<file path="config.mk">
export PLATFORM = sky130hd
export DESIGN_NAME = seg7_scan_scheduler
export DESIGN_NICKNAME = d
export VERILOG_FILES = /design/src/rtl/seg7_scan_scheduler.sv
export SDC_FILE = /design/constraint.sdc
export NUM_CORES = 1
export LEC_CHECK = 0
export BUFFER_PORTS_ARGS = -buffer_cell sky130_fd_sc_hd__buf_2
export CORE_MARGIN = 2
export CORE_UTILIZATION = 42
export CTS_CLUSTER_DIAMETER = 120
export CTS_CLUSTER_SIZE = 10
export DETAILED_ROUTE_END_ITERATION = 10
export GPL_ROUTABILITY_DRIVEN = 1
export PLACE_DENSITY = 0.56
export SYNTH_ARGS = -nofsm -noshare
export SYNTH_HDL_FRONTEND = slang
export SYNTH_SLANG_ARGS = --single-unit
</file>
<file path="constraint.sdc">
create_clock -name clk -period 2.9 [get_ports clk]
set_clock_uncertainty 0.2 [all_clocks]
set_input_delay 0.29 -clock clk [delete_from_list [all_inputs] [get_ports clk]]
set_output_delay 0.29 -clock clk [all_outputs]
set_load 0.01 [all_outputs]
</file>
<file path="src/rtl/seg7_scan_scheduler.sv">
// Multiplexed 4-digit common-anode 7-segment scan driver with a double-buffered frame store,
// blanking gaps between digits, and a frame-synchronous step tick for pattern generators.
module seg7_scan_scheduler #(
    parameter int DWELL       = 50000,
    parameter int BLANK       = 500,
    parameter int STEP_FRAMES = 48
) (
    input  logic       clk,
    input  logic       reset,
    input  logic       wr_valid_i,
    output logic       wr_ready_o,
    input  logic [1:0] wr_digit_i,
    input  logic [7:0] wr_seg_i,
    input  logic       commit_valid_i,
    output logic       commit_ready_o,
    output logic [3:0] an_o,
    output logic [7:0] seg_o,
    output logic       frame_done_o,
    output logic       step_tick_o
);

    localparam int CNT_MAX = (DWELL > BLANK) ? DWELL : BLANK;
    localparam int CNT_W   = (CNT_MAX > 1) ? $clog2(CNT_MAX) : 1;
    localparam int FRM_W   = $clog2(STEP_FRAMES + 1);

    localparam logic [CNT_W-1:0] DWELL_LAST = CNT_W'(DWELL - 1);
    localparam logic [CNT_W-1:0] BLANK_LAST = CNT_W'(BLANK - 1);
    localparam logic [FRM_W-1:0] STEP_LAST  = FRM_W'(STEP_FRAMES - 1);

    typedef enum logic {
        S_BLANK = 1'b0,
        S_DRIVE = 1'b1
    } state_t;

    state_t            state_q, state_d;
    logic [CNT_W-1:0]  cnt_q, cnt_d;
    logic [1:0]        idx_q, idx_d;
    logic [FRM_W-1:0]  frm_q, frm_d;
    logic              pending_q, pending_d;
    logic [3:0][7:0]   front_q;
    logic [3:0][7:0]   back_q;
    logic [3:0]        an_q, an_d;
    logic [7:0]        seg_q, seg_d;

    logic frame_done;
    logic step_tick;
    logic wr_acc;
    logic commit_acc;
    logic swap;

    assign frame_done = (state_q == S_DRIVE) && (idx_q == 2'd3) && (cnt_q == DWELL_LAST);
    assign step_tick  = frame_done && (frm_q == STEP_LAST);
    assign wr_acc     = wr_valid_i & ~pending_q;
    assign commit_acc = commit_valid_i & ~pending_q;
    // A commit landing on the frame boundary itself swaps immediately, never going pending.
    assign swap       = frame_done & (pending_q | commit_acc);

    always_comb begin
        state_d = state_q;
        cnt_d   = cnt_q + CNT_W'(1);
        idx_d   = idx_q;
        case (state_q)
            S_BLANK: begin
                if (cnt_q == BLANK_LAST) begin
                    state_d = S_DRIVE;
                    cnt_d   = '0;
                end
            end
            S_DRIVE: begin
                if (cnt_q == DWELL_LAST) begin
                    state_d = S_BLANK;
                    cnt_d   = '0;
                    idx_d   = idx_q + 2'd1;
                end
            end
            default: begin
                state_d = S_BLANK;
                cnt_d   = '0;
            end
        endcase
    end

    always_comb begin
        frm_d = frm_q;
        if (frame_done) begin
            frm_d = step_tick ? '0 : frm_q + FRM_W'(1);
        end

        pending_d = pending_q;
        if (swap) begin
            pending_d = 1'b0;
        end else if (commit_acc) begin
            pending_d = 1'b1;
        end
    end

    // Outputs are decoded from the next state so they line up with the state register.
    always_comb begin
        an_d  = 4'b1111;
        seg_d = 8'hFF;
        if (state_d == S_DRIVE) begin
            an_d  = ~(4'b0001 << idx_d);
            seg_d = front_q[idx_d];
        end
    end

    always_ff @(posedge clk) begin
        if (reset) begin
            state_q   <= S_BLANK;
            cnt_q     <= '0;
            idx_q     <= 2'd0;
            frm_q     <= '0;
            pending_q <= 1'b0;
            an_q      <= 4'b1111;
            seg_q     <= 8'hFF;
        end else begin
            state_q   <= state_d;
            cnt_q     <= cnt_d;
            idx_q     <= idx_d;
            frm_q     <= frm_d;
            pending_q <= pending_d;
            an_q      <= an_d;
            seg_q     <= seg_d;
        end
    end

    // The swap copies the pre-edge back bank, so a same-cycle write lands in back only.
    always_ff @(posedge clk) begin
        if (reset) begin
            front_q <= {4{8'hFF}};
            back_q  <= {4{8'hFF}};
        end else begin
            if (swap) begin
                front_q <= back_q;
            end
            if (wr_acc) begin
                back_q[wr_digit_i] <= wr_seg_i;
            end
        end
    end

    assign wr_ready_o     = ~pending_q;
    assign commit_ready_o = ~pending_q;
    assign an_o           = an_q;
    assign seg_o          = seg_q;
    assign frame_done_o   = frame_done;
    assign step_tick_o    = step_tick;

endmodule

</file>
==> impl_metrics.csv, run 1 <==
group,metric,value,unit
place,hpwlAfterDp,5.93,mm
final_layout,syn2layout_area_growth,11.8,%
sta,finalSetupViolCount,0,
clocking,cts_setup_buffers,0,
logic_synthesis,synth-adder-area-share,0.896,%
flow_run,max_cap_viol_count,0,
route,ant_nets,0,
global_route,grt_use_met3,4.07,%
sta,min_period,2680,ps
critical_path,crit_chain,"ha_1, and4_1, and4_1, and3_1, buf_2",
clocking,cts_tree,"yes",
logic_synthesis,synthFlopType,"dfxtp_1",
logic_synthesis,synth_compound_area_share,3.10,%
global_route,grt_pass1_vias,3047,
place,numPortBuffers,29,
logic_synthesis,yosysUniqueCellTypes,41,
clocking,clk_latency,370,ps
route,via_count,3298,
global_route,gr-usage-met2,25.8,%
hold_path,whs_path_depth,3,
logic_synthesis,synth_simple_gate_area_share,33.0,%
critical_path,cp-end-kind,"output pin",
critical_path,worstPathBufferInverterCount,1,
route,firstDrtPassIters,6,
global_route,met1_usage,24.9,%
power_and_ir_drop,powerDensity,530,nW/um2
logic_synthesis,synth.top_cells.by_count,"143 x nand2_1, 102 x dfxtp_1, 59 x nand3_1",
global_route,grt_first_pass_wirelength,15.3,mm
logic_synthesis,ys_ff_latch,102,
critical_path,criticalPathCategory,"reg2out",
logic_synthesis,yosysSeqAreaShare,48.7,%
logic_synthesis,synth_top_family_by_area,"simple AND/OR/NAND/NOR gates",
floorplanning,die_y,104,um
logic_synthesis,avgSynthCellArea,8.55,um2
final_layout,final_util,48.1,%
global_route,grt_antenna_before_repair,0,
floorplanning,core_area,9730,um2
critical_path,crit_path_start_kind,"register",
floorplanning,io_pins,30,
power_and_ir_drop,p_leak,1.94,nW
critical_path,reg2regPathDepth,6,
route,dr.first_iter.drc_count,200,
sta,fmax,373,MHz
logic_synthesis,synth-xor-area-share,4.15,%
global_route,grt_usage,17.3,%
floorplanning,chipWidth,104,um
route,drt_wl_total,8.78,mm
clocking,clock_path_buffers,2,
outcome,status,"finished clean",
sta,report.final.slew_viol_count,0,
critical_path,r2r_slack,410,ps
place,gp_congestion,0.795,
logic_synthesis,syn-num-nets,507,
logic_synthesis,synth-edff-count,0,
route,viasPerCell,5.05,
hold_path,min_path_type,"in2reg",
final_layout,fin_nets,532,
final_layout,antenna_cells,0,
logic_synthesis,yosys_warnings,0,
clocking,cts_resized,0,
sta,setup_tns,0,ps
global_route,top_usage_layer,"met2",
route,drc,0,
critical_path,cp.arrival,2190,ps
clocking,ctsRootBufferMaster,"clkbuf_8",
logic_synthesis,synth_top_cell_by_area,"dfxtp_1",
logic_synthesis,syn_area,4190,um2
floorplanning,fp.dieArea,10800,um2
clocking,cts.htree.levels,3,
critical_path,cp.depth,5,
critical_path,critPathMaxStageDelay,470,ps
route,wl_per_cell,13.5,um
clocking,holdBufCountCts,8,
floorplanning,rows,36,
critical_path,cpMostUsedCell,"and4_1",
clocking,cts-buffers-inserted,9,
sta,worstMarginPinSlew,673,ps
sta,min_period_over_period,92.5,%
final_layout,drive_above_1_share,11.3,%
sta,rsz0062_at_grt,"no",
power_and_ir_drop,power.total,2.48,mW
logic_synthesis,async_reset_ff_share,0,%
logic_synthesis,synth_top_area_share,48.7,%
sta,relSlewSlack,55.1,%
critical_path,cp_top_family,"simple AND/OR/NAND/NOR gates",
logic_synthesis,synth.area.mux_share,5.73,%
critical_path,critPathRequiredTime,2410,ps
logic_synthesis,synth.most_common_cell,"nand2_1",
global_route,grt_max_degree,65,
critical_path,cp_slowest_cell,"and4_1",
sta,hold_viol,0,
clocking,clk_pin_slew_worst_paths,90,ps
power_and_ir_drop,ir_drop,0.348,mV
critical_path,cp_max_fo,10,
logic_synthesis,netlist_top_cells_area,"dfxtp_1 49%, nand2_1 13%, nand3_1 7.0%, mux2i_1 5.7%, xnor2_1 2.5%",
floorplanning,start_util,43.1,%
clocking,clock_sink_count,102,
global_route,grt_overflow,0,
logic_synthesis,netlist_instances,490,
==> cell families after synthesis <==
kind of cell             Yosys count
AO/OA/AOI/OAI                     19
XOR/XNOR                          19
adder cells (fa/ha/maj)            3
buffers and inverters             36
flip-flops                       102
multiplexers                      24
AND/OR/NAND/NOR                  287
==> layout by cell type (no fill, tap or decap), types with 3 or more instances in the layout <==
cell type,instances
nand2_1,143
dfxtp_1,102
nand3_1,59
buf_2,29
mux2i_1,24
nor2_1,22
nor3_1,16
xnor2_1,12
clkbuf_8,11
dlygate4sd3_1,8
inv_1,7
and3_1,7
a21oi_1,6
xor2_1,6
o2111ai_1,6
buf_4,6
nor3b_1,5
nand3b_1,4
nand4_1,4
o21ai_0,4
and4_1,3
or4_1,3
nand2b_1,3
ha_1,3
==> report_power, final <==
part	switching (mW)	total (mW)	internal, mW
Combinational	0.0575	0.0973	0.0398
Sequential	0.0140	1.43	1.42
Clock	0.496	0.951	0.456
==> tightest hold or removal path, delay by kind of cell <==
| kind | cells | cell delay [ps] |
|---|---|---|
| buf+inv | 1 | 70 |
| simple gates | 2 | 170 |
==> final timing paths <==
kind                  to           start
max          step_tick_o        cnt_q[0]
min            pending_q  commit_valid_i
max reg2reg     seg_o[7]        cnt_q[0]
min reg2reg   front_q[2]      front_q[2]
==> registers in the layout (all words and copies together) (netlist names) <==
register / count
idx_q: 2
front_q: 32
state_q: 1
an_o: 4
seg_o: 8
frm_q: 6
pending_q: 1
cnt_q: 16
back_q: 32
==> layout make-up <==
type / count / area, um2
repair buffers: 43 / 270
inverters: 7 / 26.3
flip-flops and latches: 102 / 2040
fillers: 994 / 5040
well taps: 133 / 166
clock buffers: 11 / 151
multi-input cells: 352 / 1960
clock inverters: 5 / 63.8
==> through the flow <==
stage / hold slack (ps) / cell area (um2) / instances / setup slack (ps)
floorplan: 214 / 4190 / 490 / 829
global placement: 244 / 4390 / 629 / 462
detailed placement: 256 / 4390 / 629 / 381
CTS: 0.773 / 4680 / 653 / 128
global route: 49.6 / 4680 / 653 / 19.2
finish: 16.9 / 4680 / 653 / 219
==> layer usage <==
layer  wire [um]  vias up
met2        3820       62
met4         118        0
met3         401       11
met1        4440     1525
li1            -     1700
met5           0        -
(Power assumes the default switching activity.)
==> run 2: changes to the inputs <==
--- a/config.mk
+++ b/config.mk
@@ -7,12 +7,12 @@
 export LEC_CHECK = 0
 export BUFFER_PORTS_ARGS = -buffer_cell sky130_fd_sc_hd__buf_2
 export CORE_MARGIN = 2
-export CORE_UTILIZATION = 42
+export CORE_UTILIZATION = 55
 export CTS_CLUSTER_DIAMETER = 120
 export CTS_CLUSTER_SIZE = 10
 export DETAILED_ROUTE_END_ITERATION = 10
 export GPL_ROUTABILITY_DRIVEN = 1
-export PLACE_DENSITY = 0.56
+export PLACE_DENSITY = 0.84
 export SYNTH_ARGS = -nofsm -noshare
 export SYNTH_HDL_FRONTEND = slang
 export SYNTH_SLANG_ARGS = --single-unit
==> constraint.sdc (replaced) <==
create_clock -name clk -period 2.82 [get_ports clk]
set_clock_uncertainty 0.2 [all_clocks]
set_input_delay 0.282 -clock clk [delete_from_list [all_inputs] [get_ports clk]]
set_output_delay 0.282 -clock clk [all_outputs]
set_load 0.01 [all_outputs]
==> run 2 against run 1 <==
  * Via count up 1.2%
  * Critical path depth did not move
  * Flip-flop and latch count stayed put
  * Sequential share of layout area increased by 0.34 points
  * Power rose by 2.9%
==> impl_metrics.csv, run 2 (synthesized netlist as in run 1, its figures left out) <==
group,metric,value,unit
global_route,grt_antenna_before_repair,0,
final_layout,final_cell_count_no_fill,619,
floorplanning,core_area,7330,um2
critical_path,critPathMaxStageDelay,400,ps
clocking,clock_path_buffers,2,
route,viasPerCell,5.39,
global_route,grt_overflow,0,
clocking,clk_latency,370,ps
clocking,cts_tree,"yes",
critical_path,cp_top_family,"simple AND/OR/NAND/NOR gates",
final_layout,fill_cells,631,
outcome,status,"finished clean",
floorplanning,start_util,57.2,%
final_layout,most-common-layout-cells,"143 x nand2_1, 102 x dfxtp_1, 59 x nand3_1",
route,firstDrtPassIters,6,
final_layout,reg.largest.list,"back_q (32), front_q (32), cnt_q (16)",
final_layout,syn2layout_area_growth,10.9,%
route,dr.first_iter.drc_count,237,
clocking,ctsRootBufferMaster,"clkbuf_8",
sta,min_period_over_period,94.6,%
sta,rsz0062_at_grt,"no",
route,wl_per_cell,13.4,um
place,place_inst,595,
clocking,clk_pin_slew_worst_paths,100,ps
critical_path,worstPathBufferInverterCount,1,
final_layout,final_common_cell,"nand2_1",
floorplanning,rows,31,
route,via_count,3339,
sta,finalSetupViolCount,0,
clocking,cts.htree.levels,3,
sta,min_period,2670,ps
clocking,clock_sink_count,102,
clocking,cts_setup_buffers,0,
flow_run,max_cap_viol_count,0,
critical_path,cp-end-kind,"output pin",
hold_path,min_path_type,"in2reg",
place,numPortBuffers,29,
global_route,grt_pass1_vias,3040,
floorplanning,chipWidth,91.3,um
final_layout,fin_nets,532,
global_route,grt_use_met3,5.31,%
sta,worstMarginPinSlew,661,ps
global_route,grt_max_degree,65,
critical_path,cp_max_fo,10,
final_layout,antenna_cells,0,
sta,report.final.slew_viol_count,0,
sta,holdWs,12.0,ps
sta,hold_viol,0,
floorplanning,die_y,91.3,um
final_layout,multi_input_comb_area,1970,um2
power_and_ir_drop,p_leak,1.94,nW
floorplanning,fp.dieArea,8340,um2
final_layout,final_area,4650,um2
power_and_ir_drop,ir_drop,0.320,mV
route,drc,0,
final_layout,drive_above_1_share,11.5,%
floorplanning,io_pins,30,
critical_path,critPathRequiredTime,2340,ps
route,drt_wl_total,8.27,mm
sta,relSlewSlack,55.9,%
place,post_dp_cell_area,4350,um2
global_route,grt_first_pass_wirelength,14.1,mm
global_route,met1_usage,28.0,%
global_route,top_usage_layer,"met2",
sta,setup_tns,0,ps
final_layout,seqCellArea,2040,um2
critical_path,crit_chain,"ha_1, and4_1, and4_2, and3_1, buf_2",
place,gp_congestion,0.945,
sta,fmax,375,MHz
critical_path,cp.arrival,2190,ps
final_layout,final_util,63.4,%
global_route,grt_usage,20.7,%
place,hpwlAfterDp,5.72,mm
clocking,cts-buffers-inserted,9,
critical_path,criticalPathCategory,"reg2out",
critical_path,r2r_slack,330,ps
critical_path,cp_slowest_cell,"dfxtp_1",
power_and_ir_drop,powerDensity,550,nW/um2
critical_path,crit_path_start_kind,"register",
route,ant_nets,0,
global_route,gr-usage-met2,32.3,%
[run 2: per-stage QoR]
stage / setup WS, ps / total power, mW
final: 151 / 2.56
after global routing: 14.0 / 2.66
after CTS: 71.2 / 2.58
after detailed placement: 311 / 1.60
after global placement: 437 / 1.59
after floorplan: 749 / 1.57
[run 2: repair_timing]
item,in CTS,in global routing
endpoints found under the hold margin,29,0
resized for setup,0,1
setup endpoints to repair,0,2
hold buffers,8,0
[run 2: worst paths after layout]
| check | start | endpoint | cells after the start |
|---|---|---|---|
| hold / removal | commit_valid_i | pending_q | 3 |
| setup / recovery | cnt_q[0] | step_tick_o | 5 |
| hold reg to reg | back_q[26] | back_q[26] | 2 |
| setup reg to reg | cnt_q[0] | seg_o[7] | 6 |
[run 2: final cells by class]
class                      count  share of cell area, %
inverter                       7                  0.565
clock buffer                   9                   2.66
sequential                   102                   43.9
timing repair buffer          43                   5.81
clock inverter                 7                   2.07
multi-input combinational    352                   42.3
tap                           99                   2.66
[run 2: routing by layer]
layer | part of all wire (%) | up-vias
met4 | 0.85 | 0
met1 | 47 | 1545
li1 | - | 1696
met3 | 4.8 | 6
met2 | 48 | 92
met5 | 0 | -
[run 2: power breakdown]
group          internal, mW  switching, mW  leakage (nW)
Sequential             1.46         0.0146         0.828
Combinational        0.0411         0.0592         0.999
Clock                 0.439          0.540         0.109
Total                  1.94          0.614          1.94
[run 2: tightest hold or removal path: cells and delay by family]
family / cells / cell delay [ps]
buf+inv: 1 / 80
simple gates: 2 / 160
